$ cat src/rtl/mult_div_unit.sv
// Iterative unsigned multiply (shift-add) / divide (restoring) unit with register-file writeback.
// Latency: WIDTH+1 cycles from accepted start to done; divide-by-zero completes in 1 cycle.
// Backpressure: none; start is accepted only in IDLE, and a start while busy is dropped.
//
// Ports:
//   clk, rst_n            clock, asynchronous active-low reset
//   start, op             request (op 0 = multiply, 1 = divide), sampled only in IDLE
//   operand_a, operand_b  multiplicand/dividend, multiplier/divisor
//   dest                  register-file destination index for the LO result
//   abort                 cancels an in-flight MUL/DIV without touching hi/lo
//   busy, done            status; done is a one-cycle pulse with valid hi/lo
//   hi, lo, div_by_zero   held results (product hi/lo or remainder/quotient)
//   wb_en, wb_dest, wb_data  register-file write port (wb_data mirrors lo)
module mult_div_unit #(
    parameter int WIDTH = 16
) (
    input  logic             clk,
    input  logic             rst_n,
    input  logic             start,
    input  logic             op,
    input  logic [WIDTH-1:0] operand_a,
    input  logic [WIDTH-1:0] operand_b,
    input  logic [2:0]       dest,
    input  logic             abort,
    output logic             busy,
    output logic             done,
    output logic [WIDTH-1:0] hi,
    output logic [WIDTH-1:0] lo,
    output logic             div_by_zero,
    output logic             wb_en,
    output logic [2:0]       wb_dest,
    output logic [WIDTH-1:0] wb_data
);

    localparam int CW = $clog2(WIDTH + 1);

    typedef enum logic [1:0] {
        S_IDLE = 2'd0,
        S_MUL  = 2'd1,
        S_DIV  = 2'd2,
        S_DONE = 2'd3
    } state_t;

    state_t           state_q;
    logic [WIDTH-1:0] a_q;       // latched multiplicand
    logic [WIDTH-1:0] b_q;       // latched divisor
    logic [WIDTH-1:0] wh_q;      // working high word: partial product / partial remainder
    logic [WIDTH-1:0] wl_q;      // working low word: multiplier shifting out / dividend -> quotient
    logic [WIDTH-1:0] hi_q;
    logic [WIDTH-1:0] lo_q;
    logic [2:0]       dest_q;
    logic             dbz_q;
    logic             done_q;
    logic             wb_en_q;
    logic [CW-1:0]    cnt_q;

    // Multiply step: add multiplicand when the current multiplier bit is set,
    // then shift the whole {carry, hi, lo} right by one.
    logic [WIDTH:0]   mul_sum;
    logic [WIDTH-1:0] mul_hi_d;
    logic [WIDTH-1:0] mul_lo_d;

    // Divide step: shift the next dividend bit into the remainder and subtract
    // the divisor only if it fits (restoring = keep the shifted value otherwise).
    logic [WIDTH:0]   div_shift;
    logic             div_ge;
    logic [WIDTH-1:0] div_diff;
    logic [WIDTH-1:0] div_hi_d;
    logic [WIDTH-1:0] div_lo_d;

    logic             last_iter;

    always_comb begin
        mul_sum   = {1'b0, wh_q} + (wl_q[0] ? {1'b0, a_q} : {(WIDTH+1){1'b0}});
        mul_hi_d  = mul_sum[WIDTH:1];
        mul_lo_d  = {mul_sum[0], wl_q[WIDTH-1:1]};

        div_shift = {wh_q, wl_q[WIDTH-1]};
        div_ge    = (div_shift >= {1'b0, b_q});
        // The remainder is always below b, so the low WIDTH bits of the difference suffice.
        div_diff  = div_shift[WIDTH-1:0] - b_q;
        div_hi_d  = div_ge ? div_diff : div_shift[WIDTH-1:0];
        div_lo_d  = {wl_q[WIDTH-2:0], div_ge};

        last_iter = (cnt_q == CW'(WIDTH - 1));
    end

    always_ff @(posedge clk or negedge rst_n) begin
        if (!rst_n) begin
            state_q <= S_IDLE;
            a_q     <= '0;
            b_q     <= '0;
            wh_q    <= '0;
            wl_q    <= '0;
            hi_q    <= '0;
            lo_q    <= '0;
            dest_q  <= '0;
            dbz_q   <= 1'b0;
            done_q  <= 1'b0;
            wb_en_q <= 1'b0;
            cnt_q   <= '0;
        end else begin
            case (state_q)
                S_IDLE: begin
                    done_q  <= 1'b0;
                    wb_en_q <= 1'b0;
                    // abort has no meaning here; start always wins.
                    if (start) begin
                        a_q    <= operand_a;
                        b_q    <= operand_b;
                        dest_q <= dest;
                        cnt_q  <= '0;
                        wh_q   <= '0;
                        if (!op) begin
                            wl_q    <= operand_b;
                            dbz_q   <= 1'b0;
                            state_q <= S_MUL;
                        end else if (operand_b != '0) begin
                            wl_q    <= operand_a;
                            dbz_q   <= 1'b0;
                            state_q <= S_DIV;
                        end else begin
                            // Divide by zero: no iterations, result straight to DONE.
                            wl_q    <= operand_a;
                            hi_q    <= operand_a;
                            lo_q    <= '1;
                            dbz_q   <= 1'b1;
                            done_q  <= 1'b1;
                            wb_en_q <= (dest != 3'd0);
                            state_q <= S_DONE;
                        end
                    end
                end

                S_MUL: begin
                    if (abort) begin
                        state_q <= S_IDLE;
                    end else begin
                        wh_q  <= mul_hi_d;
                        wl_q  <= mul_lo_d;
                        cnt_q <= cnt_q + CW'(1);
                        if (last_iter) begin
                            hi_q    <= mul_hi_d;
                            lo_q    <= mul_lo_d;
                            done_q  <= 1'b1;
                            wb_en_q <= (dest_q != 3'd0);
                            state_q <= S_DONE;
                        end
                    end
                end

                S_DIV: begin
                    if (abort) begin
                        state_q <= S_IDLE;
                    end else begin
                        wh_q  <= div_hi_d;
                        wl_q  <= div_lo_d;
                        cnt_q <= cnt_q + CW'(1);
                        if (last_iter) begin
                            hi_q    <= div_hi_d;
                            lo_q    <= div_lo_d;
                            done_q  <= 1'b1;
                            wb_en_q <= (dest_q != 3'd0);
                            state_q <= S_DONE;
                        end
                    end
                end

                S_DONE: begin
                    // Start is not sampled here; the next acceptance is in IDLE.
                    done_q  <= 1'b0;
                    wb_en_q <= 1'b0;
                    state_q <= S_IDLE;
                end

                default: begin
                    state_q <= S_IDLE;
                end
            endcase
        end
    end

    assign busy        = (state_q != S_IDLE);
    assign done        = done_q;
    assign hi          = hi_q;
    assign lo          = lo_q;
    assign div_by_zero = dbz_q;
    assign wb_en       = wb_en_q;
    assign wb_dest     = dest_q;
    assign wb_data     = lo_q;

endmodule
$ cat config.mk
export PLATFORM = sky130hd
export DESIGN_NAME = mult_div_unit
export DESIGN_NICKNAME = d
export VERILOG_FILES = /design/src/rtl/mult_div_unit.sv
export SDC_FILE = /design/constraint.sdc
export NUM_CORES = 1
export LEC_CHECK = 0
export CORE_MARGIN = 2
export CORE_UTILIZATION = 56
export DETAILED_ROUTE_END_ITERATION = 12
export PLACE_DENSITY_LB_ADDON = 0.08
export SLEW_MARGIN = 15
export SYNTH_ARGS = -nofsm -noshare
export SYNTH_HDL_FRONTEND = slang
export SYNTH_SLANG_ARGS = --single-unit
$ cat constraint.sdc
create_clock -name clk -period 4.1 [get_ports clk]
set_input_delay 0.615 -clock clk [delete_from_list [all_inputs] [get_ports clk]]
set_output_delay 0.615 -clock clk [all_outputs]
set_load 0.01 [all_outputs]
==> impl_metrics.yaml, run 1 <==
status:
  status: "complete, no violations"
job:
  drv_cap: 0
sta:
  worst_slack_ns: 0.512
  setup_viol: 0
  max_slew_margin: 0.435
  whs_ns: 0.345
  grt_setup_unrepaired: "false"
  tightestPinTransition_ns: 0.843
  fmax_mhz: 279
  finalHoldViolCount: 0
  tns_ns: 0
  slew_violations: 0
  fin_crit_sh: 0.875
  skew_ns: 0.00835
  post-route-min-period_ns: 3.59
layout:
  fill_cells: 1031
  nets: 910
  final_cells: 1004
  stdcell_area_mm2: 0.00838
  diodes: 0
  drive_above_1_share: 0.121
  area_growth_pct: 17.9
clock_tree:
  cts_made_buffers: 9
  clk_pin_slew_ns: 0.07
  root_buffer: "clkbuf_16"
  postCtsHoldBufs: 0
  cts_buffer_depth: 2
  cts_resized: 0
  cts.sink_count: 109
  h-tree-depth: 3
  insertion_delay_ns: 0.36
  cts_setup_buffers: 0
  cts_tree: "yes"
routing:
  drt_iter0_drc: 564
  drcViolationCount: 0
  totalWireLength_um: 20300
  vias: 6181
  firstDrtPassIters: 7
  via_per_inst: 6.16
  detail-route-antenna-nets: 0
  wl_per_cell_um: 20.2
grt:
  grt_pass1_wl_um: 31400
  first_global_vias: 5906
  antenna_found_initial: 0
  globalRouteTotalUtil: 0.304
  grt_max_degree: 62
  grt-ovfl-total: 0
yosys:
  synth_top_family_by_area: "compound AO/OA/AOI/OAI gates"
  ys_ff_latch: 109
  syn_inst: 768
  synth_fa_ha_area_frac: 0.0742
  synth_compound_area_frac: 0.213
  synth_mux_area_frac: 0.0936
  synthXorXnorAreaFrac: 0.0271
  yosysSeqAreaShare: 0.384
  synth_ff_type: "dfrtp_1"
  synth_area_mm2: 0.00711
  syn_nets: 849
  synthArstFlopShare: 1.00
  ys_types: 69
  ys_warn_count: 0
  synth_edf_count: 0
  synth.avg_cell_area_um2: 9.26
  synthSimpleGateAreaFrac: 0.147
die:
  coreArea_mm2: 0.0125
  start_util: 0.568
  io_pins: 95
  die_x_um: 117
  row_count: 41
  die_area_mm2: 0.0136
  die_y_um: 117
critical_path:
  crit_arrival_ns: 3.81
  path_delay_family: "compound AO/OA/AOI/OAI gates"
  path_cells: "and2_1 -> ha_1 -> inv_1 -> fa_1 -> nand2b_1 -> a21oi_1 -> o41ai_1 -> o21ai_0 -> a21oi_1 -> o31ai_1 -> o211a_1 -> o21ai_0"
  r2r_setup_slack_ns: 0.51
  crit_cells: 12
  critPathRequiredTime_ns: 4.32
  path_buf_inv: 1
  path_class: "register to register"
  end_kind: "register"
  worst_path_largest_cell_delay_ns: 0.68
  slowest_stage: "dfrtp_1"
  r2r_cells: 12
  crit_fanout: 18
  cp-start-kind: "register"
power:
  powerDensity_mw_per_mm2: 871
  peakVddDrop_mv: 0.558
  leakagePower_nw: 3.74
placement:
  placed_area_mm2: 0.00808
  io_buffers: 94
  dp_cells: 990
  place_congestion: 0.994
  pre_cts_slack_ns: 0.590
  hpwl_um: 15200
hold_path:
  hold_class: "input port to async pin"
## Yosys cell counts (11+ instances only)
library cell | n | share of area
a21o_1 | 11 | 0.012
inv_1 | 35 | 0.018
and2_1 | 19 | 0.017
nor2_1 | 45 | 0.024
and3_1 | 18 | 0.016
clkbuf_1 | 28 | 0.015
xnor2_1 | 13 | 0.016
o21ai_1 | 14 | 0.0099
mux2_2 | 49 | 0.078
a31oi_1 | 24 | 0.021
nand2_1 | 72 | 0.038
nand3_1 | 21 | 0.015
a22oi_1 | 19 | 0.020
a21oi_1 | 41 | 0.029
buf_4 | 16 | 0.017
dfrtp_1 | 109 | 0.38
ha_1 | 39 | 0.069
o21ai_0 | 52 | 0.037
## logic make-up after synthesis
logic type               after synthesis
flip-flops                           109
AND/OR/NAND/NOR                      215
buffers and inverters                 94
AO/OA/AOI/OAI                        229
multiplexers                          58
adder cells (fa/ha/maj)               41
XOR/XNOR                              22
## state kept, by name, summed over array words and instances, names as in the netlist
register,count
a_q,16
b_q,16
wh_q,16
done,1
wb_en,1
cnt_q,5
hi,16
lo,16
div_by_zero,1
wb_dest,3
wl_q,16
state_q,2
## final timing paths
path                            startpoint     endpoint
worst max-delay path               wl_q[0]       hi[13]
worst min-delay path                 rst_n     wh_q[13]
worst max register to register     wl_q[0]       hi[13]
worst min register to register      a_q[2]       a_q[2]
max in group asynchronous            rst_n  div_by_zero
min in group clk                    a_q[2]       a_q[2]
## power by group
| part | internal (W) | switching, W |
|---|---|---|
| registers | 0.00158 | 0.000418 |
| clock network | 0.000518 | 0.000382 |
| logic | 0.00189 | 0.00252 |
## cells in the final DEF (no fill, tap or decap), types with 24 or more instances in the layout
master,count
nand2_1,72
a21oi_1,41
o21ai_0,52
nor2_1,45
dfrtp_1,109
mux2_2,49
a31oi_1,24
inv_1,35
ha_1,39
clkdlybuf4s50_1,93
## per-layer routing
layer | track usage | part of all wire | vias to the layer above
li1 | - | - | 2883
met1 | 0.415 | 0.44 | 3012
met2 | 0.496 | 0.47 | 250
met3 | 0.0514 | 0.062 | 36
met4 | 0.0965 | 0.026 | 0
met5 | 0 | 0 | -
## stage by stage
step	utilization	total power, W
after CTS	0.670	0.00727
after detailed placement	0.646	0.00635
final	0.670	0.00731
after global routing	0.670	0.00784
after global placement	0.646	0.00618
after floorplan	-	0.00497
## area by class of cell
cell class | instances | area (µm²) | area share
Clock buffer | 13 | 270 | 0.0322
Clock inverter | 1 | 30.0 | 0.00358
Inverter | 36 | 135 | 0.0161
Multi-Input combinational cell | 565 | 3960 | 0.473
Sequential cell | 109 | 2730 | 0.325
Tap cell | 172 | 215 | 0.0257
Timing Repair Buffer | 108 | 1040 | 0.124
No activity file was read; power rests on OpenSTA's default activity.
==> run 2, diff against run 1 <==
--- a/config.mk
+++ b/config.mk
@@ -5,9 +5,11 @@
 export SDC_FILE = /design/constraint.sdc
 export NUM_CORES = 1
 export LEC_CHECK = 0
+export CORE_ASPECT_RATIO = 0.7
 export CORE_MARGIN = 2
 export CORE_UTILIZATION = 56
 export DETAILED_ROUTE_END_ITERATION = 12
+export GPL_ROUTABILITY_DRIVEN = 0
 export PLACE_DENSITY_LB_ADDON = 0.08
 export SLEW_MARGIN = 15
 export SYNTH_ARGS = -nofsm -noshare
==> impl_metrics.yaml, run 2 (synthesis results as in run 1) <==
status:
  status: "complete, no violations"
die:
  die_area_mm2: 0.0136
  start_util: 0.573
  io_pins: 95
  die_y_um: 98.3
  row_count: 34
  coreArea_mm2: 0.0124
  die_x_um: 139
grt:
  grt_max_degree: 74
  grt_pass1_wl_um: 33000
  grt-ovfl-total: 0
  globalRouteTotalUtil: 0.307
  first_global_vias: 6118
  antenna_found_initial: 0
routing:
  vias: 6285
  detail-route-antenna-nets: 0
  wl_per_cell_um: 20.8
  via_per_inst: 6.32
  drt_iter0_drc: 516
  firstDrtPassIters: 5
  totalWireLength_um: 20700
  drcViolationCount: 0
power:
  p_seq_frac: 0.267
  internal-power_w: 0.00398
  peakVddDrop_mv: 0.430
  p_sw_frac: 0.464
  p_clk_frac: 0.126
  powerDensity_mw_per_mm2: 884
  leakagePower_nw: 3.75
  combPwrFrac: 0.607
  p_sw_w: 0.00344
layout:
  drive_above_1_share: 0.124
  nets: 909
  fill_cells: 945
  final_cell_mix: "109 x dfrtp_1, 93 x clkdlybuf4s50_1, 72 x nand2_1, 52 x o21ai_0, 49 x mux2_2"
  diodes: 0
  final_core_util: 0.676
  area_growth_pct: 18.0
  final_common_cell: "dfrtp_1"
  final_cells: 995
critical_path:
  crit_fanout: 18
  crit_arrival_ns: 3.83
  critPathRequiredTime_ns: 4.31
  end_kind: "register"
  cp-start-kind: "register"
  path_class: "register to register"
clock_tree:
  cts.sink_count: 109
  cts_buffer_depth: 2
  root_buffer: "clkbuf_16"
  insertion_delay_ns: 0.36
  cts_made_buffers: 9
  h-tree-depth: 3
  clk_pin_slew_ns: 0.07
  cts_setup_buffers: 0
  cts_resized: 0
  cts_tree: "yes"
  postCtsHoldBufs: 0
sta:
  finalHoldViolCount: 0
  fin_crit_sh: 0.885
  post-route-min-period_ns: 3.63
  whs_ns: 0.377
  grt_setup_unrepaired: "false"
  worst_slack_ns: 0.473
  fmax_mhz: 276
  skew_ns: 0.0105
  max_slew_margin: 0.355
  slew_violations: 0
  tns_ns: 0
  setup_viol: 0
  tightestPinTransition_ns: 0.968
hold_path:
  hold_class: "input port to async pin"
placement:
  io_buffers: 94
  hpwl_um: 15000
  dp_cells: 979
  pre_cts_slack_ns: 0.598
job:
  drv_cap: 0
## run 2: changes by cell type in the layout (fill, tap and decap cells not counted)
cell and delta:
buf_4 -2, clkbuf_8 -2, clkinv_4 +2, buf_12 +1, inv_6 +1, clkbuf_1 -1, inv_8 +2
## run 2: final timing paths
kind	start	end	slack, ns	cells past startpoint
max in group asynchronous	rst_n	wl_q[6]	2.81	2
min in group clk	a_q[3]	a_q[3]	0.51	1
worst max-delay path	wl_q[0]	hi[13]	0.47	12
worst min register to register	a_q[3]	a_q[3]	0.51	1
worst max register to register	wl_q[0]	hi[13]	0.47	12
worst min-delay path	rst_n	wh_q[9]	0.38	1
## run 2: critical path: stages, from the launching register on
cell      delay [ns]
dfrtp_1         0.57
and2_1          0.24
ha_1            0.21
inv_1           0.09
fa_1            0.19
nand2b_1        0.15
a21oi_1         0.12
o41ai_1         0.65
o21ai_0         0.40
and4b_1         0.29
o31ai_1         0.25
o211a_1         0.21
o21ai_0         0.10
## run 2: power groups by stage
stage	combinational, W	clock (W)	sequential (W)
2_1_floorplan	0.00305	0	0.00192
3_3_place_gp	0.00426	0	0.00195
3_5_place_dp	0.00439	0	0.00198
4_1_cts	0.00443	0.000945	0.00197
5_1_grt	0.00490	0.000992	0.00204
6_report	0.00450	0.000936	0.00198
## run 2: final cells by class
type | count | area (µm²) | area share
clock buffers | 10 | 239 | 0.0285
flip-flops and latches | 109 | 2730 | 0.325
multi-input cells | 565 | 3960 | 0.472
clock inverters | 6 | 78.8 | 0.00939
repair buffers | 107 | 1050 | 0.125
well taps | 162 | 203 | 0.0242
inverters | 36 | 135 | 0.0161
## run 2: layer usage
layer  global-route usage  routed length (µm)
met1                0.433                9290
met2                0.476                9270
met3               0.0750                1620
met4               0.0901                 483
met5                    0                   0
## run 2: metrics by stage
step,area [µm²],total power (W)
6_report,8390,0.00742
3_5_place_dp,8080,0.00637
5_1_grt,8390,0.00793
3_3_place_gp,8080,0.00622
2_1_floorplan,7110,0.00497
4_1_cts,8390,0.00734
